===== config.mk =====
export PLATFORM = sky130hd
export DESIGN_NAME = irq_ctrl
export DESIGN_NICKNAME = d
export VERILOG_FILES = /design/src/rtl/irq_pkg.sv /design/src/rtl/irq_sync.sv /design/src/rtl/irq_ctrl.sv
export SDC_FILE = /design/constraint.sdc
export NUM_CORES = 1
export LEC_CHECK = 0
export ABC_CLOCK_PERIOD_IN_PS = 2310
export CAP_MARGIN = 20
export CORE_MARGIN = 2
export CORE_UTILIZATION = 30
export CTS_BUF_LIST = sky130_fd_sc_hd__clkbuf_8
export CTS_CLUSTER_DIAMETER = 120
export DETAILED_ROUTE_END_ITERATION = 16
export HOLD_SLACK_MARGIN = 0.03
export REMOVE_ABC_BUFFERS = 1
export SLEW_MARGIN = 30
export SYNTH_ARGS = -nofsm -noshare
export SYNTH_HDL_FRONTEND = slang
export SYNTH_SLANG_ARGS = --single-unit
export TNS_END_PERCENT = 20

===== constraint.sdc =====
create_clock -name clk -period 2.31 [get_ports clk]
set_clock_uncertainty 0.2 [all_clocks]
set_input_delay 0.462 -clock clk [delete_from_list [all_inputs] [get_ports clk]]
set_output_delay 0.462 -clock clk [all_outputs]
set_load 0.005 [all_outputs]

===== src/rtl/irq_pkg.sv =====
// Shared constants and FSM state type for the interrupt controller.
package irq_pkg;
  localparam int N_SRC = 4;
  localparam int ID_W  = 2;

  typedef enum logic {
    IDLE = 1'b0,
    REQ  = 1'b1
  } state_t;
endpackage


===== src/rtl/irq_sync.sv =====
// One-bit multi-flop synchroniser followed by a rising-edge pulse generator.
module irq_sync #(
  parameter int SYNC_STAGES = 2
) (
  input  logic clk,
  input  logic rst,
  input  logic din,
  output logic pulse
);
  logic [SYNC_STAGES-1:0] sync_r;
  logic                   dly_r;

  // Synchroniser chain plus one-cycle delay of its last stage for edge detection
  always_ff @(posedge clk) begin
    if (rst) begin
      sync_r <= {SYNC_STAGES{1'b0}};
      dly_r  <= 1'b0;
    end else begin
      sync_r <= {sync_r[SYNC_STAGES-2:0], din};
      dly_r  <= sync_r[SYNC_STAGES-1];
    end
  end

  assign pulse = sync_r[SYNC_STAGES-1] & ~dly_r;
endmodule


===== src/rtl/irq_ctrl.sv =====
// Four-source edge-triggered interrupt controller with fixed priority
// (bit 3 highest) and a request/acknowledge handshake.
module irq_ctrl
  import irq_pkg::*;
#(
  parameter int SYNC_STAGES = 2
) (
  input  logic             clk,
  input  logic             rst,
  input  logic [N_SRC-1:0] irq_in,
  input  logic [N_SRC-1:0] mask,
  input  logic             irq_ack,
  output logic             irq_req,
  output logic [ID_W-1:0]  irq_id,
  output logic [N_SRC-1:0] pending
);
  state_t           state_r, state_n;
  logic [ID_W-1:0]  id_r, id_n;
  logic [N_SRC-1:0] pending_r, pending_n;
  logic             req_r;
  logic [N_SRC-1:0] edge_s;
  logic [N_SRC-1:0] masked_s;
  logic [N_SRC-1:0] clr_s;
  logic [ID_W-1:0]  pri_id_s;

  for (genvar g = 0; g < N_SRC; g++) begin : g_sync
    irq_sync #(.SYNC_STAGES(SYNC_STAGES)) u_sync (
      .clk   (clk),
      .rst   (rst),
      .din   (irq_in[g]),
      .pulse (edge_s[g])
    );
  end

  // Fixed-priority encoder over the enabled pending sources
  always_comb begin
    masked_s = pending_r & mask;
    if (masked_s[3]) begin
      pri_id_s = 2'd3;
    end else if (masked_s[2]) begin
      pri_id_s = 2'd2;
    end else if (masked_s[1]) begin
      pri_id_s = 2'd1;
    end else begin
      pri_id_s = 2'd0;
    end
  end

  // FSM next state, id latch and pending update; a fresh edge beats a same-cycle clear
  always_comb begin
    state_n = state_r;
    id_n    = id_r;
    clr_s   = {N_SRC{1'b0}};
    case (state_r)
      IDLE: begin
        if (|masked_s) begin
          state_n = REQ;
          id_n    = pri_id_s;
        end else begin
          state_n = IDLE;
        end
      end
      REQ: begin
        if (irq_ack) begin
          state_n = IDLE;
          clr_s   = {{(N_SRC-1){1'b0}}, 1'b1} << id_r;
        end else begin
          state_n = REQ;
        end
      end
      default: begin
        state_n = IDLE;
      end
    endcase
    pending_n = (pending_r & ~clr_s) | edge_s;
  end

  // State, id, pending and request registers
  always_ff @(posedge clk) begin
    if (rst) begin
      state_r   <= IDLE;
      id_r      <= {ID_W{1'b0}};
      pending_r <= {N_SRC{1'b0}};
      req_r     <= 1'b0;
    end else begin
      state_r   <= state_n;
      id_r      <= id_n;
      pending_r <= pending_n;
      req_r     <= (state_n == REQ);
    end
  end

  assign irq_req = req_r;
  assign irq_id  = id_r;
  assign pending = pending_r;
endmodule


==> out/qor.txt, run 1 <==
Outcome - finished, final reports clean
Critical Path Max Stage Delay - 0.57 ns
Layout area overhead - 38.8%
Per-cell routed wire length - 9.61 microns
Final std cells w/o fill - 109
Reg clk slew, reported paths - 0.07 ns
Hold_buf cts - 0
Slowest CP cell - clkdlybuf4s50_1
Max-Cap Viols - 0
Sequential power share - 0.553
Critical path class - reg -> out
Synth cell types - 18
I/O pin count - 18
Crit-path cells - clkdlybuf4s50_1
Finish-stage setup viols - 0
CTS Buf Count - 3
PD cells - 735 nW/um^2
P_int - 509 uW
Share of layout cells above drive strength 1 - 0.0976
RSZ-0062 raised after global routing - false
Peak Freq - 507 MHz
Critical Path RT - 1.65 ns
FFs w/ async S/R, synth - 0
Post_cts resized - 0
Smallest hold slack - 0.237 ns
H-tree levels - 1
Largest net degree at the start of global routing - 20
Pwr Total - 651 uW
Met2 Use GR - 0.160
Post-synth EDFFs - 0
Sw Pwr - 142 uW
Register area share after synthesis - 0.596
GR peak layer - met2
Share of the synthesized area in the top cell type - 0.596
Element type at the critical path start - flop
Worst slew pin tran - 0.309 ns
Routed wire length - 1.05 mm
Die W - 50.1 microns
Total GRT Usage - 0.0997
Post-CTS Setup Bufs - 0
CTS tree - built
Clock sink count - 19
Number of nets in the layout - 94
Ys Warns - 0
Gate power share - 0.106
Ant. Diodes - 0
Final Critical Period - 1.97 ns
Synth cell count leaders - dfxtp_1, nor2b_1, a21oi_1
Post-route setup TNS - 0 ns
Mapped Area - 638 sq um
Post-DRT Antenna Nets - 0
Worst ir drop on vdd - 531 uV
Number of global-route vias before repair - 422
Grt total ovfl - 0
Leading post-synthesis cells by cell area - dfxtp_1, nor2b_1, a21oi_1, o21ai_0, nand2b_1
Register bit count reported by yosys - 19
Global placement routability congestion - 0.777
Met3 GRT Util - 0.0455
Maximum clock path buffer count - 2
Clk network pwr share - 0.342
Grt met1 use - 0.113
Worst-Skew Late Latency - 0.25 ns
Core ar. - 1980 sq um
Vias post-DR - 471
IO buf count - 17
First-pass GRT wire length - 1.81 mm
Dominant synthesized flop cell - dfxtp_1
Num rows - 16
Initial antenna violation count - 0
Critical Path AT - 1.31 ns
Detail Placement HPWL - 743 microns
Via/cell ratio - 4.32
Leak - 0.000317 uW
Buf/Inv on CP - 1
Initial Utilization - 0.322
Post-synth top area cell - dfxtp_1
Placed cells - 105
Die height - 50.1 microns
Drc violations - 0
Relative slew margins - 0.794
Cells after synthesis - 62
Die Area - 2510 sq um
Syn_area_per_cell - 10.3 sq um
CP Capture Type - primary output
DR pass1 iterations - 4
Final Max Tran Viols - 0
1st-iter DRT viols - 4
Min-delay src - g_sync[3].u_sync.sync_r[0]
Worst reg2reg path startpoint - pending[1]
Root buf cell - clkbuf_8
Count leader, synth - dfxtp_1
Worst setup startpoint - irq_req
CP Max Fanout - 9
Family with the most delay on the worst path - buffers and inverters
Final period utilization - 0.854
Fin. Hold Viols - 0
Sw Ratio - 0.218
Tightest Hold Check Type - reg -> reg
[cells in the final DEF, fill, tap and decap left out]
| cell type | instances |
|---|---|
| a211oi_2 | 1 |
| a21oi_1 | 5 |
| a21oi_2 | 1 |
| a22oi_1 | 1 |
| a22oi_2 | 1 |
| a32oi_1 | 1 |
| buf_4 | 1 |
| clkbuf_8 | 3 |
| clkdlybuf4s50_1 | 17 |
| clkinv_2 | 1 |
| dfxtp_1 | 19 |
| nand2_1 | 3 |
| nand2b_1 | 3 |
| nand3_1 | 2 |
| nand4_1 | 1 |
| nor2_1 | 3 |
| nor2b_1 | 13 |
| o21ai_0 | 4 |
| o31ai_1 | 1 |
| or2_1 | 1 |
[kinds of logic (layout without fill, tap and decap cells)]
group                  Yosys count  count (layout)  synth area share
buffers and inverters            2              22            0.0157
DFF                             19              19             0.596
AOI/OAI and AO/OA               15              15             0.161
and+or+nand+nor                 26              26             0.227
[power by group through the flow]
stage / clock network, uW / registers [uW] / logic [uW]
after floorplan: 0 / 364 / 25.0
after global placement: 0 / 367 / 68.4
after detailed placement: 0 / 368 / 69.7
after CTS: 234 / 360 / 70.0
after global routing: 247 / 363 / 77.6
final: 222 / 360 / 68.8
[stage by stage]
| step | cell area [sq um] | utilization | setup WS, ns |
|---|---|---|---|
| after detailed placement | 840 | 0.424 | 0.512 |
| after floorplan | 628 | - | 1.02 |
| after global routing | 886 | 0.447 | 0.296 |
| after CTS | 886 | 0.447 | 0.317 |
| final | 886 | 0.447 | 0.338 |
| after global placement | 840 | 0.424 | 0.539 |
[registers in the layout (all words and copies together), names as in the netlist]
| signal | cells |
|---|---|
| pending | 4 |
| g_sync.u_sync.dly_r | 4 |
| g_sync.u_sync.sync_r | 8 |
| irq_req | 1 |
| irq_id | 2 |
[layer usage]
metal  part of all wire  wire length [microns]
met1               0.46                    482
met2               0.45                    467
met3              0.080                     84
met4              0.012                     13
met5                  0                      0
[area by class of cell]
cell class,count,area [sq um]
fillers,182,1100
flip-flops and latches,19,380
repair buffers,18,178
clock buffers,3,41.3
multi-input cells,41,248
well taps,27,33.8
clock inverters,1,5.00
[path summary, 6_finish.rpt]
kind,to,slack [ns],cells past startpoint
worst max-delay path,irq_req,0.34,1
worst min-delay path,g_sync[3].u_sync.sync_r[1],0.24,1
worst max register to register,irq_id[0],1.08,4
worst min register to register,g_sync[3].u_sync.sync_r[1],0.24,1
Power figures use the tool's default switching activity.
==> run 2, diff against run 1 <==
--- a/config.mk
+++ b/config.mk
@@ -7,7 +7,7 @@
 export LEC_CHECK = 0
 export ABC_CLOCK_PERIOD_IN_PS = 2310
 export CAP_MARGIN = 20
-export CORE_MARGIN = 2
+export CORE_MARGIN = 4
 export CORE_UTILIZATION = 30
 export CTS_BUF_LIST = sky130_fd_sc_hd__clkbuf_8
 export CTS_CLUSTER_DIAMETER = 120
==> out/qor.txt, run 2 (synthesis results as in run 1) <==
Root buf cell - clkbuf_8
Reg clk slew, reported paths - 0.07 ns (about the same)
IO buf count - 17 (unchanged)
Per-cell routed wire length - 10.3 microns (+6.8%)
Met3 GRT Util - 0.0499 (+0.00441)
First-pass GRT wire length - 1.86 mm (+2.7%)
Post-DRT Antenna Nets - 0 (unchanged)
Crit-path cells - clkdlybuf4s50_1
Grt met1 use - 0.0943 (-0.0187)
Buf/Inv on CP - 1 (unchanged)
Initial Utilization - 0.322 (unchanged)
Finish-stage setup viols - 0 (unchanged)
1st-iter DRT viols - 4 (unchanged)
Grt total ovfl - 0 (unchanged)
Post-CTS Setup Bufs - 0 (unchanged)
DR pass1 iterations - 3 (-1)
Clock sink count - 19 (unchanged)
Initial antenna violation count - 0 (unchanged)
Slowest CP cell - clkdlybuf4s50_1
Most frequent cells in the layout - dfxtp_1, clkdlybuf4s50_1, nor2b_1, a21oi_1, o21ai_0
Final period utilization - 0.850 (-0.00341)
PD cells - 733 nW/um^2 (-0.22%)
Largest Register - g_sync.u_sync.sync_r
RSZ-0062 raised after global routing - false
Met2 Use GR - 0.159 (-0.000725)
Post-route setup TNS - 0 ns (unchanged)
CTS tree - built
Total GRT Usage - 0.0934 (-0.00633)
Via/cell ratio - 4.37 (+1.2%)
Outcome - finished, final reports clean
Relative slew margins - 0.804 (+0.00996)
Share of layout cells above drive strength 1 - 0.108 (+0.0109)
Sw Pwr - 145 uW (+2.0%)
I/O pin count - 18 (unchanged)
Worst-Skew Late Latency - 0.25 ns (about the same)
CP Capture Type - primary output
FILL cells - 196 (+7.7%)
Die height - 54.1 microns (+8.0%)
GR peak layer - met2
Critical Path Max Stage Delay - 0.57 ns (about the same)
Largest register FFs - 8 (unchanged)
Fin. Hold Viols - 0 (unchanged)
Fin util - 0.451 (+0.00379)
Tightest Hold Check Type - reg -> reg
Leading cell type in the layout, fill and taps excluded - dfxtp_1
Global placement routability congestion - 0.669 (-14%)
Final Max Tran Viols - 0 (unchanged)
H-tree levels - 1 (unchanged)
Largest net degree at the start of global routing - 12 (-40%)
Element type at the critical path start - flop
Drc violations - 0 (unchanged)
Ant. Diodes - 0 (unchanged)
Post_cts resized - 0 (unchanged)
Layout area overhead - 40.0%
Sequential power share - 0.549 (-0.004)
Die Area - 2930 sq um (+17%)
CTS Buf Count - 3 (unchanged)
P_int - 510 uW (+0.23%)
Number of nets in the layout - 95 (+1.1%)
Num rows - 16 (unchanged)
Max-Cap Viols - 0 (unchanged)
Core ar. - 1980 sq um (unchanged)
Worst ir drop on vdd - 563 uV (+6.0%)
CP Max Fanout - 9 (unchanged)
Sw Ratio - 0.221 (+0.00307)
Leak - 0.000321 uW (+1.5%)
Worst slew pin tran - 0.294 ns (-0.0149 ns)
Maximum clock path buffer count - 2 (unchanged)
Critical Path AT - 1.30 ns (about the same)
Final Critical Period - 1.96 ns (-0.00789 ns)
Routed wire length - 1.13 mm (+7.8%)
Die W - 54.1 microns (+8.0%)
Gate power share - 0.107 (about the same)
Clk network pwr share - 0.344 (+0.002)
Critical path class - reg -> out
Vias post-DR - 481 (+2.1%)
Peak Freq - 509 MHz (+0.40%)
Hold_buf cts - 0 (unchanged)
Critical Path RT - 1.65 ns (about the same)
Number of global-route vias before repair - 463 (+9.7%)
Family with the most delay on the worst path - buffers and inverters
[run 2: cell count changes in the layout (fill, tap and decap cells not counted), sizes merged]
| cell | change |
|---|---|
| buf | +1 |
[run 2: routing by layer]
metal	vias to the layer above	part of all wire
met4	0	0.0097
li1	253	-
met2	16	0.46
met5	-	0
met3	2	0.088
met1	210	0.44
[run 2: area by class of cell]
| class | count | area (sq um) | area share |
|---|---|---|---|
| clock buffer | 3 | 41.3 | 0.0462 |
| clock inverter | 1 | 5.00 | 0.00560 |
| multi-input combinational | 41 | 248 | 0.277 |
| sequential | 19 | 380 | 0.426 |
| tap | 27 | 33.8 | 0.0378 |
| timing repair buffer | 19 | 185 | 0.207 |
[run 2: power by group through the flow]
stage | combinational [uW] | sequential (uW) | clock, uW
after CTS | 71.4 | 360 | 235
after global placement | 70.1 | 367 | 0
after detailed placement | 71.1 | 368 | 0
after global routing | 78.1 | 363 | 249
after floorplan | 25.0 | 364 | 0
final | 70.2 | 360 | 225
[run 2: stage by stage]
step / hold slack (ns) / instance area [sq um] / power (uW) / std cells / setup WS (ns)
after detailed placement: 0.226 / 847 / 439 / 106 / 0.535
after floorplan: 0.214 / 628 / 389 / 60 / 1.02
after global routing: 0.259 / 893 / 689 / 110 / 0.272
after global placement: 0.217 / 847 / 437 / 106 / 0.542
final: 0.239 / 893 / 655 / 110 / 0.346
after CTS: 0.243 / 893 / 667 / 110 / 0.325
[run 2: final timing paths]
kind	startpoint	to	slack, ns	depth (start not counted)
hold reg to reg	g_sync[0].u_sync.sync_r[0]	g_sync[0].u_sync.sync_r[1]	0.24	1
setup reg to reg	pending[3]	irq_id[0]	1.10	4
setup / recovery	irq_req	irq_req	0.35	1
hold / removal	g_sync[0].u_sync.sync_r[0]	g_sync[0].u_sync.sync_r[1]	0.24	1
==> edit, RTL diff (flow settings as in run 1) <==
Reset style: asynchronous (`rst`), changed in 2 clocked blocks.
--- a/src/rtl/irq_sync.sv
+++ b/src/rtl/irq_sync.sv
@@ -11,7 +11,7 @@
   logic                   dly_r;
 
   // Synchroniser chain plus one-cycle delay of its last stage for edge detection
-  always_ff @(posedge clk) begin
+  always_ff @(posedge clk or posedge rst) begin
     if (rst) begin
       sync_r <= {SYNC_STAGES{1'b0}};
       dly_r  <= 1'b0;
--- a/src/rtl/irq_ctrl.sv
+++ b/src/rtl/irq_ctrl.sv
@@ -76,7 +76,7 @@
   end
 
   // State, id, pending and request registers
-  always_ff @(posedge clk) begin
+  always_ff @(posedge clk or posedge rst) begin
     if (rst) begin
       state_r   <= IDLE;
       id_r      <= {ID_W{1'b0}};
Check against the original RTL: differs if rst is asserted again (counterexample within 4 cycles, from zero or initial values and one cycle with rst high); with rst held inactive, the same outputs for 10 cycles.
==> edit against run 1 <==
- worst setup slack better by 0.0048 ns
- critical path depth unchanged
- final area is 0.28% higher
- wire length decreased by 7.3%
- synthesized area fell by 0.39%
- via count fell by 9.1%
- sequential cell count did not move
Power is not compared: it rests on default switching activity, and its combinational part moved more than twofold at a synthesized area within 25%.
==> edit: results (changes against run 1) <==
status: completed
async set-reset flop share out of synthesis: 100% (+100 points)
Final Wtd Congestion: 0.810 (+4.3%)
peak supply drop: 0.539 mV
Total Wirelength: 972 µm (-7.3%)
Main synth FF type: dfrtp_1
number of flip-flops in the largest register: 8 (unchanged)
Place WS: 0.532 ns (+0.0193 ns)
Final Hold Vio Count: 0 (unchanged)
reg-to-reg endpoint: pending[1]
Finished Layout Cells: 98 (-10%)
Pleak: 0.387 nW
Least-Margin Pin Slew: 0.277 ns (-0.0324 ns)
Distinct cells, synth: 12 (-6)
first-pass GRT wire length: 1690 µm (-6.8%)
total track usage: 8.99% (-0.98 points)
Post-DP HPWL: 716 µm (-3.5%)
share of layout cells above drive strength 1: 7.04% (-2.7 points)
Post-Place Cells: 94 (-10%)
DRT iter0 DRCs: 12 (+8)
largest net degree at the start of global routing: 20 (unchanged)
CP max stage cell: clkdlybuf4s50_1
Reg2Reg Depth: 3 (-1)
CTS H-Tree Depth: 1 (unchanged)
max incr delay on CP: 0.55 ns (-0.02 ns)
initial antenna violation count: 0 (unchanged)
RR Startpoint: irq_req
Top reg by flops: g_sync.u_sync.sync_r
register area share after synthesis: 74.8% (+15 points)
post-layout net count: 83 (-12%)
ranking of synthesized cells by area: dfrtp_1, o21ai_0, inv_1, nand2_1, a22oi_1
commonest cells in the netlist: dfrtp_1, o21ai_0, inv_1, nand2_1, a22oi_1
min Tclk post-route: 1.97 ns (-0.00476 ns)
Reg2Reg Setup Slack: 1.08 ns (about the same)
clock latency on the worst-skew pair: 0.25 ns (about the same)
vias in the first global route: 420 (-0.47%)
Synth Instances: 50 (-19%)
crit-path max FO: 10 (+1)
vias per cell: 4.37 (+1.1%)
[edit: cell types whose count changed in the layout (fill, tap and decap cells not counted), moves of 5 or more]
cell / run 1 / this run
dfrtp_1: 0 / 19
dfxtp_1: 19 / 0
nor2b_1: 13 / 0
inv_1: 0 / 6
o21ai_0: 4 / 10
a21oi_1: 5 / 0
[edit: power by group through the flow]
stage / combinational, mW / sequential, mW / clock [mW]
after floorplan: 0.0789 / 0.450 / 0
after global placement: 0.215 / 0.453 / 0
after detailed placement: 0.217 / 0.455 / 0
after CTS: 0.218 / 0.448 / 0.239
after global routing: 0.236 / 0.460 / 0.257
final: 0.215 / 0.448 / 0.229
[edit: layer usage]
layer | global-route usage (%) | vias up | wire length (µm)
met2 | 13.6 | 22 | 384
met1 | 10.7 | 198 | 454
li1 | - | 208 | -
met3 | 6.97 | 0 | 133
met4 | 0 | 0 | 0
met5 | 0 | - | 0
[edit: cell type report]
type / instances / area (µm²)
fillers: 183 / 1090
clock buffers: 3 / 41.3
multi-input cells: 24 / 130
well taps: 27 / 33.8
flip-flops and latches: 19 / 475
repair buffers: 18 / 178
clock inverters: 1 / 7.51
inverters: 6 / 22.5
[edit: worst min-delay path by stage]
stage | from | to | slack [ns] | depth (start not counted)
after floorplan | g_sync[0].u_sync.sync_r[0] | g_sync[0].u_sync.sync_r[1] | 0.13 | 0
after global placement | g_sync[1].u_sync.sync_r[0] | g_sync[1].u_sync.sync_r[1] | 0.13 | 0
after detailed placement | g_sync[1].u_sync.sync_r[0] | g_sync[1].u_sync.sync_r[1] | 0.13 | 0
after CTS | g_sync[1].u_sync.sync_r[0] | g_sync[1].u_sync.sync_r[1] | 0.15 | 0
after global routing | g_sync[0].u_sync.sync_r[0] | g_sync[0].u_sync.sync_r[1] | 0.17 | 0
final | g_sync[1].u_sync.sync_r[0] | g_sync[1].u_sync.sync_r[1] | 0.15 | 0
[edit: logic make-up (layout without fill, tap and decap cells)]
group                  count (synthesis)  after routing  share of synthesized area [%]
flip-flops                            19             19                           74.8
AND/OR/NAND/NOR                        9              9                           6.10
buffers and inverters                  7             28                           4.72
AO/OA/AOI/OAI                         15             15                           14.4
